**config.mk**
```make
export PLATFORM = sky130hd
export DESIGN_NAME = cond_logic_flat
export DESIGN_NICKNAME = d
export VERILOG_FILES = /design/src/rtl/cond_logic_if.sv /design/src/rtl/cond_logic.sv /design/src/flat_wrapper.sv
export SDC_FILE = /design/constraint.sdc
export NUM_CORES = 1
export LEC_CHECK = 0
export CELL_PAD_IN_SITES_DETAIL_PLACEMENT = 0
export CELL_PAD_IN_SITES_GLOBAL_PLACEMENT = 1
export CORE_MARGIN = 2
export CORE_UTILIZATION = 25
export DETAILED_ROUTE_END_ITERATION = 8
export GPL_TIMING_DRIVEN = 0
export PLACE_DENSITY = 0.81
export SLEW_MARGIN = 20
export SYNTH_ARGS = -nofsm -noshare
export SYNTH_HDL_FRONTEND = slang
export SYNTH_SLANG_ARGS = --single-unit
```
**constraint.sdc**
```tcl
create_clock -name clk -period 2.6 [get_ports clk]
set_input_delay 0.52 -clock clk [delete_from_list [all_inputs] [get_ports clk]]
set_output_delay 0.52 -clock clk [all_outputs]
set_load 0.01 [all_outputs]
```
**src/rtl/cond_logic_if.sv**
```systemverilog
// ALU flag / condition interface between decoder-datapath and cond_logic.
// master drives instruction-side controls; slave returns gated strobes.
interface cond_logic_if;
   logic       En;
   logic [3:0] Cond;
   logic [3:0] ALUFlags;
   logic [1:0] FlagW;
   logic       PCS;
   logic       RegW;
   logic       MemW;
   logic       NoWrite;
   logic       PCSrc;
   logic       RegWrite;
   logic       MemWrite;
   logic       CondEx;
   logic [3:0] Flags;

   modport master (
      output En, Cond, ALUFlags, FlagW,
      output PCS, RegW, MemW, NoWrite,
      input  PCSrc, RegWrite, MemWrite,
      input  CondEx, Flags
   );

   modport slave (
      input  En, Cond, ALUFlags, FlagW,
      input  PCS, RegW, MemW, NoWrite,
      output PCSrc, RegWrite, MemWrite,
      output CondEx, Flags
   );
endinterface

```
**src/rtl/cond_logic.sv**
```systemverilog
// NZCV flag register, condition evaluation and write-strobe gating.
// Flag bit order is {N,Z,C,V} throughout.
module cond_logic #(
   parameter logic [3:0] FLAG_RESET = 4'b0000
) (
   input  logic        clk,
   input  logic        reset_n,
   cond_logic_if.slave bus
);

   logic [3:0] flags_q;
   logic [3:0] flags_d;
   logic [1:0] flag_write;
   logic       cond_ex;
   logic       n, z, c, v;

   assign {n, z, c, v} = flags_q;

   always_comb begin
      cond_ex = 1'b1;
      unique case (bus.Cond)
         4'b0000: cond_ex = z;
         4'b0001: cond_ex = ~z;
         4'b0010: cond_ex = c;
         4'b0011: cond_ex = ~c;
         4'b0100: cond_ex = n;
         4'b0101: cond_ex = ~n;
         4'b0110: cond_ex = v;
         4'b0111: cond_ex = ~v;
         4'b1000: cond_ex = c & ~z;
         4'b1001: cond_ex = ~c | z;
         4'b1010: cond_ex = n ~^ v;
         4'b1011: cond_ex = n ^ v;
         4'b1100: cond_ex = ~z & (n ~^ v);
         4'b1101: cond_ex = z | (n ^ v);
         default: cond_ex = 1'b1;
      endcase
   end

   assign flag_write = bus.FlagW & {2{cond_ex}};

   always_comb begin
      flags_d = flags_q;
      if (flag_write[1]) flags_d[3:2] = bus.ALUFlags[3:2];
      if (flag_write[0]) flags_d[1:0] = bus.ALUFlags[1:0];
   end

   always_ff @(posedge clk or negedge reset_n) begin
      if (!reset_n)
         flags_q <= FLAG_RESET;
      else if (bus.En)
         flags_q <= flags_d;
   end

   // Strobes are held low for the whole reset interval, not just at edges.
   assign bus.PCSrc    = reset_n & bus.PCS & cond_ex;
   assign bus.RegWrite = reset_n & bus.RegW & cond_ex & ~bus.NoWrite;
   assign bus.MemWrite = reset_n & bus.MemW & cond_ex;
   assign bus.CondEx   = cond_ex;
   assign bus.Flags    = flags_q;

endmodule
```
**src/flat_wrapper.sv**
```systemverilog
// flat-port wrapper written by rule: the top's interface ports become plain ports
module cond_logic_flat 
#(
   parameter logic [3:0] FLAG_RESET = 4'b0000
)
  (clk, reset_n, bus_En, bus_Cond, bus_ALUFlags, bus_FlagW, bus_PCS, bus_RegW, bus_MemW, bus_NoWrite, bus_PCSrc, bus_RegWrite, bus_MemWrite, bus_CondEx, bus_Flags);
  cond_logic_if bus_i ();
  input  logic clk;
  input  logic reset_n;
  input wire logic [$bits(bus_i.En)-1:0] bus_En;
  input wire logic [$bits(bus_i.Cond)-1:0] bus_Cond;
  input wire logic [$bits(bus_i.ALUFlags)-1:0] bus_ALUFlags;
  input wire logic [$bits(bus_i.FlagW)-1:0] bus_FlagW;
  input wire logic [$bits(bus_i.PCS)-1:0] bus_PCS;
  input wire logic [$bits(bus_i.RegW)-1:0] bus_RegW;
  input wire logic [$bits(bus_i.MemW)-1:0] bus_MemW;
  input wire logic [$bits(bus_i.NoWrite)-1:0] bus_NoWrite;
  output wire logic [$bits(bus_i.PCSrc)-1:0] bus_PCSrc;
  output wire logic [$bits(bus_i.RegWrite)-1:0] bus_RegWrite;
  output wire logic [$bits(bus_i.MemWrite)-1:0] bus_MemWrite;
  output wire logic [$bits(bus_i.CondEx)-1:0] bus_CondEx;
  output wire logic [$bits(bus_i.Flags)-1:0] bus_Flags;
  assign bus_i.En = bus_En;
  assign bus_i.Cond = bus_Cond;
  assign bus_i.ALUFlags = bus_ALUFlags;
  assign bus_i.FlagW = bus_FlagW;
  assign bus_i.PCS = bus_PCS;
  assign bus_i.RegW = bus_RegW;
  assign bus_i.MemW = bus_MemW;
  assign bus_i.NoWrite = bus_NoWrite;
  assign bus_PCSrc = bus_i.PCSrc;
  assign bus_RegWrite = bus_i.RegWrite;
  assign bus_MemWrite = bus_i.MemWrite;
  assign bus_CondEx = bus_i.CondEx;
  assign bus_Flags = bus_i.Flags;
  cond_logic #(.FLAG_RESET(FLAG_RESET)) u_core (.clk(clk), .reset_n(reset_n), .bus(bus_i));
endmodule
```
==> metrics.txt, run 1 <==
status completed; Sw Share 0.357; gr usage total 0.120; Clk Tree Root Cell clkbuf_4; CP Launch Type input port; post-DP HPWL about 810 microns; cts bufs inserted 3; Switch Pwr between 0.15 and 0.2 mW; leakage power about 0.32 nW; CTS tree built; simple-gate share of the synthesized area 0.323; area delta synth->final 88.0%; Final min period approximately 2.5 ns; clk_skew 0.00495 ns; RSZ-0062 raised after global routing false; clk slew on worst S/H paths 0.04 ns; Layout Utilization 0.510; gr ovfl total 0; Compound-Gate Fraction of Synth Area 0.198; synth unique cells 25; Clock Path Buffers 2; vias in the first global route a little over 400; Fmax just under 400 MHz; CTS Hold Bufs 0; mean post-synth cell area 9.29 sq um; Avg WL per Cell ~12 microns; Final Hold Viols 0; Slew Limit Fails 0; buffers added on ports 23; most frequent cells in the layout clkdlybuf4s50_1 (16), nand2_1 (5), buf_4 (5); gpl congestion about 0.71; Critical Path, Cell by Cell buf_6 -> mux2i_2 -> mux2_4 -> o31ai_4 -> a31oi_2 -> and2_1 -> clkdlybuf4s15_1; synthesized area 418 sq um; WL final 1110 microns; sequential share of the synthesized area 0.240; Setup WS post-layout 0.0822 ns; DIE AREA between 2000 and 2500 sq um; IO Count 25; Total Power between 0.4 and 0.5 mW; worst path arrival time about 2 ns; Detail Route Antenna Nets 0; post-synthesis mux area share 0.168; period utilization 0.968; Max-Cap Viols 0; Synth Instances 45; Logic pwr share 0.596; drt drc 0; fillers 144; starting density of the core 0.271; worst-margin pin slew roughly 0.34 ns; Final setup violation count 0; post-synth net total 62; core area about 1500 sq um; drt first pass iters 2; initial antenna violation count 0; Via density approximately 5; Synth Area in XOR/XNOR 0.0419; Setup WS pre-CTS -0.774 ns; Adder-Cell Fraction of Synth Area 0; P_int 0.317 mW; most common cell after layout, fill and taps aside clkdlybuf4s50_1; Synth warnings 0; max_slew headroom 0.774; kind of critical path in -> out; FP Rows 14; largest net degree at the start of global routing 11; first-pass GRT wire length approximately 1800 microns; max reg flops 4; Detailed Route Iter0 Violations 1; main combinational cell family by area after synthesis simple AND/OR/NAND/NOR gates; die width 44.9 microns; n_diodes 0; worst vdd ir around 0.33 mV; crit path max fanout 6; Worst Setup End Kind primary output; Slowest-stage cell, CP mux2_4; Seq pwr share 0.250; Crit path largest cell delay roughly 0.33 ns; Pwr per Cell Area 628 nW/um^2; fin nets 95; layout cells sized above 1 0.342; htree depth 1; CTS sink cnt 4; vias 458; Worst Hold Class in -> async; Yosys reg bits 4; Die Ht around 45 microns; Clock Power Share 0.154; Worst-Skew Late Latency about 0.23 ns; required time of the critical path 2.08 ns
[cells by family (layout without fill, tap and decap cells)]
family,Yosys count,count (layout)
compound gates,9,9
flops,4,4
buf+inv,3,34
simple gates,21,21
xor+xnor,2,2
mux,6,6
[Yosys cell counts (all sizes together)]
library cell  number  share of area
and4bb             3          0.090
nand2b             2          0.030
nor2b              1          0.015
a31oi              3          0.045
nor2               2          0.018
mux2               5           0.14
o21ai              1          0.012
o311ai             1          0.021
o31ai              2          0.081
xnor2              2          0.042
and3b              1          0.021
mux2i              1          0.024
nand3              2          0.024
o211ai             1          0.018
and3               1          0.018
dfrtp              4           0.24
inv                2          0.018
nor3b              1          0.018
o32ai              1          0.021
and2               3          0.045
nand2              5          0.045
buf                1          0.012
[power groups by stage]
stage                     Clock (mW)  Combinational, mW  Sequential [mW]
after floorplan                    0              0.106            0.124
after global placement             0              0.217            0.122
after detailed placement           0              0.219            0.121
after CTS                     0.0801              0.239            0.123
after global routing          0.0833              0.316            0.128
final                         0.0759              0.294            0.124
[critical path, delay by kind of cell]
kind	cells	cell delay (ns)
buffers and inverters	2	0.33
AO/OA/AOI/OAI	2	0.42
multiplexers	2	0.55
AND/OR/NAND/NOR	1	0.18
[path summary, 6_finish.rpt]
| kind | startpoint | to | slack (ns) | cells after the start |
|---|---|---|---|---|
| max in group asynchronous | reset_n | u_core.bus.Flags[2] | 1.89 | 1 |
| min in group clk | u_core.bus.Flags[2] | u_core.bus.Flags[2] | 0.54 | 1 |
| min | reset_n | u_core.bus.Flags[0] | 0.50 | 1 |
| max reg2reg | u_core.bus.Flags[3] | u_core.bus.Flags[2] | 0.63 | 6 |
| min reg2reg | u_core.bus.Flags[2] | u_core.bus.Flags[2] | 0.54 | 1 |
| max | bus_Cond[1] | bus_MemWrite | 0.08 | 7 |
[routing by layer]
metal	GRT usage	vias up	share of wire
li1	-	231	-
met1	0.148	216	0.42
met2	0.191	11	0.52
met3	0.0520	0	0.058
met4	0.0353	0	0
met5	0	-	0
[per-stage QoR]
stage / area, sq um / TNS (ns) / hold WS (ns) / std cells
3_3_place_gp: 668 / -3.11 / 0.565 / 84
6_report: 786 / 0 / 0.502 / 92
3_5_place_dp: 668 / -3.21 / 0.572 / 84
5_1_grt: 786 / 0 / 0.509 / 92
2_1_floorplan: 418 / 0 / 0.224 / 45
4_1_cts: 732 / 0 / 0.500 / 89
[repair_timing]
action	in CTS	in global routing
gates cloned	0	0
endpoints found under the setup margin	4	4
gates resized for setup	20	14
setup buffers	2	3
pin swaps	4	4
endpoints found under the hold margin	0	0
[cell type report]
class	count	area (sq um)	share of cell area
repair buffers	28	259	0.330
multi-input cells	38	370	0.471
inverters	2	7.51	0.00955
plain buffers	1	5.00	0.00637
well taps	16	20.0	0.0255
flip-flops and latches	4	101	0.129
clock buffers	3	22.5	0.0287
Note: power is estimated with default switching activity, not from simulation.
==> run 2: changes to the inputs <==
--- a/config.mk
+++ b/config.mk
@@ -12,7 +12,7 @@
 export DETAILED_ROUTE_END_ITERATION = 8
 export GPL_TIMING_DRIVEN = 0
 export PLACE_DENSITY = 0.81
-export SLEW_MARGIN = 20
+export REMOVE_ABC_BUFFERS = 1
 export SYNTH_ARGS = -nofsm -noshare
 export SYNTH_HDL_FRONTEND = slang
 export SYNTH_SLANG_ARGS = --single-unit
==> run 2 against run 1 <==
Non-clock buffer count grew 2. Sequential share of layout area grew 0.13 points. First-iteration DRC count grew to 3.0 times the previous value. Flip-flop and latch count did not move. Critical endpoint is now bus_CondEx. Largest cell class unchanged.
==> metrics.txt, run 2 (synthesized netlist as in run 1, its figures left out) <==
kind of critical path in -> out (unchanged); met1 usage 0.153 (was 0.148); DIE AREA 2010 sq um (unchanged); Pwr per Cell Area 648 nW/um^2 (was 628 nW/um^2); Post-Place Cell Area 673 sq um (was 668 sq um); max_slew headroom 0.787 (was 0.774); Global Route met3 Usage 0.0440 (was 0.0520); Final min period 2.53 ns (was 2.52 ns); Switch Pwr 0.195 mW (was 0.176 mW); drt first pass iters 2 (unchanged); Clock Path Buffers 2 (unchanged); gr ovfl total 0 (unchanged); Worst Setup End Kind primary output (unchanged); most used cell along the critical path buf_4; area delta synth->final 93.1% (was 88.0%); Die Ht 44.9 microns (unchanged); Via density 5.09 (was 4.98); worst vdd ir 0.374 mV (was 0.329 mV); FP Rows 14 (unchanged); worst-margin pin slew 0.317 ns (was 0.338 ns); drt drc 0 (unchanged); Slowest-stage cell, CP mux2_4 (unchanged); required time of the critical path 2.08 ns (about the same); Critical Path, Cell by Cell buf_6 -> mux2i_2 -> mux2_4 -> o31ai_4 -> buf_4 -> buf_4 -> nand3_1 -> clkdlybuf4s15_1 (was buf_6 -> mux2i_2 -> mux2_4 -> o31ai_4 -> a31oi_2 -> and2_1 -> clkdlybuf4s15_1); vias 478 (was 458); Final setup violation count 0 (unchanged); initial antenna violation count 0 (unchanged); P_int 0.328 mW (was 0.317 mW); gr busiest metal met2 (unchanged); layout cells sized above 1 0.436 (was 0.342); Detail Route Antenna Nets 0 (unchanged); Max-Cap Viols 0 (unchanged); fin nets 97 (was 95); Seq pwr share 0.251 (was 0.250); clk slew on worst S/H paths 0.05 ns (was 0.04 ns); vias in the first global route 453 (was 409); fin area 807 sq um (was 786 sq um); Avg WL per Cell 13.9 microns (was 12.0 microns); crit path max fanout 6 (unchanged); Min Hold Slack 0.497 ns (was 0.502 ns); Layout Utilization 0.524 (was 0.510); Worst-Skew Late Latency 0.24 ns (was 0.23 ns); Clk Tree Root Cell clkbuf_4 (unchanged); grt met2 use 0.235 (was 0.191); fin cells 94 (was 92); Detailed Route Iter0 Violations 3 (was 1); core area 1540 sq um (unchanged); WL final 1310 microns (was 1110 microns); starting density of the core 0.271 (unchanged); CTS tree built (unchanged); largest net degree at the start of global routing 11 (unchanged); n_diodes 0 (unchanged); CTS Hold Bufs 0 (unchanged); Final Hold Viols 0 (unchanged); max reg flops 4 (unchanged); Slew Limit Fails 0 (unchanged); gr usage total 0.130 (was 0.120); leakage power 0.330 nW (was 0.317 nW); period utilization 0.973 (was 0.968); most frequent cells in the layout clkdlybuf4s50_1 (16), buf_4 (7), nand2_1 (5) (was clkdlybuf4s50_1 (16), nand2_1 (5), buf_4 (5)); htree depth 1 (unchanged); CTS sink cnt 4 (unchanged); Placed Cells 84 (unchanged); Logic pwr share 0.595 (was 0.596); clk_skew 0.0166 ns (was 0.00495 ns); buffers added on ports 24 (was 23); post-DP HPWL 864 microns (was 805 microns); CP Launch Type input port (unchanged); Clock Power Share 0.153 (was 0.154); setup TNS 0 ns (unchanged); die width 44.9 microns (unchanged); most common cell after layout, fill and taps aside clkdlybuf4s50_1 (unchanged); Sw Share 0.373 (was 0.357); gpl congestion 0.796 (was 0.714); status completed (unchanged); IO Count 25 (unchanged); Fmax 395 MHz (was 397 MHz); Worst Hold Class in -> async (unchanged); first-pass GRT wire length 1950 microns (was 1750 microns); worst path arrival time 2.01 ns (was 2.00 ns); cts bufs inserted 3 (unchanged); Crit path largest cell delay 0.33 ns (about the same)
[run 2: final timing paths]
path / startpoint / end / slack (ns) / depth (start not counted)
worst max-delay path: bus_Cond[1] / bus_CondEx / 0.07 / 8
worst min-delay path: reset_n / u_core.bus.Flags[2] / 0.50 / 1
worst max register to register: u_core.bus.Flags[1] / u_core.bus.Flags[3] / 0.53 / 7
worst min register to register: u_core.bus.Flags[3] / u_core.bus.Flags[3] / 0.59 / 1
max in group asynchronous: reset_n / u_core.bus.Flags[3] / 1.88 / 1
min in group clk: u_core.bus.Flags[3] / u_core.bus.Flags[3] / 0.59 / 1
[run 2: final cells by class]
cell class	count	area [sq um]
fill	138	734
tap	16	20.0
timing repair buffer	31	269
clock buffer	3	22.5
sequential	4	105
multi-input combinational	38	383
inverter	2	7.51
[run 2: metal layers]
layer  share of wire  routed length (microns)
met1            0.38                      498
met2            0.56                      736
met3           0.054                       71
met4               0                        0
met5               0                        0
[run 2: metrics by stage]
| step | setup slack (ns) | total power [mW] |
|---|---|---|
| detailed placement | -0.786 | 0.346 |
| global placement | -0.756 | 0.342 |
| floorplan | 0.443 | 0.228 |
| CTS | 0.0232 | 0.486 |
| global route | -0.00572 | 0.555 |
| finish | 0.0703 | 0.523 |
[run 2: worst max-delay path: cells and delay by family]
family / cells / cell delay, ns
simple gates: 1 / 0.07
buf+inv: 4 / 0.60
compound gates: 1 / 0.27
mux: 2 / 0.56
[run 2: power by group through the flow]
stage / clock network [mW] / logic [mW] / registers (mW)
after floorplan: 0 / 0.104 / 0.124
after global placement: 0 / 0.218 / 0.123
after detailed placement: 0 / 0.223 / 0.123
after CTS: 0.0790 / 0.274 / 0.133
after global routing: 0.0891 / 0.330 / 0.136
final: 0.0802 / 0.311 / 0.132
[run 2: repair_timing]
item / CTS / global route
buffers inserted: 4 / 3
cloned: 0 / 0
endpoints found under the setup margin: 4 / 3
resized for setup: 40 / 7
pin swaps: 5 / 3
==> run 3: changes to the inputs <==
--- a/config.mk
+++ b/config.mk
@@ -9,6 +9,7 @@
 export CELL_PAD_IN_SITES_GLOBAL_PLACEMENT = 1
 export CORE_MARGIN = 2
 export CORE_UTILIZATION = 25
+export CTS_CLUSTER_SIZE = 28
 export DETAILED_ROUTE_END_ITERATION = 8
 export GPL_TIMING_DRIVEN = 0
 export PLACE_DENSITY = 0.81
==> results of run 3 <==
Same layout as run 2: the final DEF is identical, and so are final timing and power.
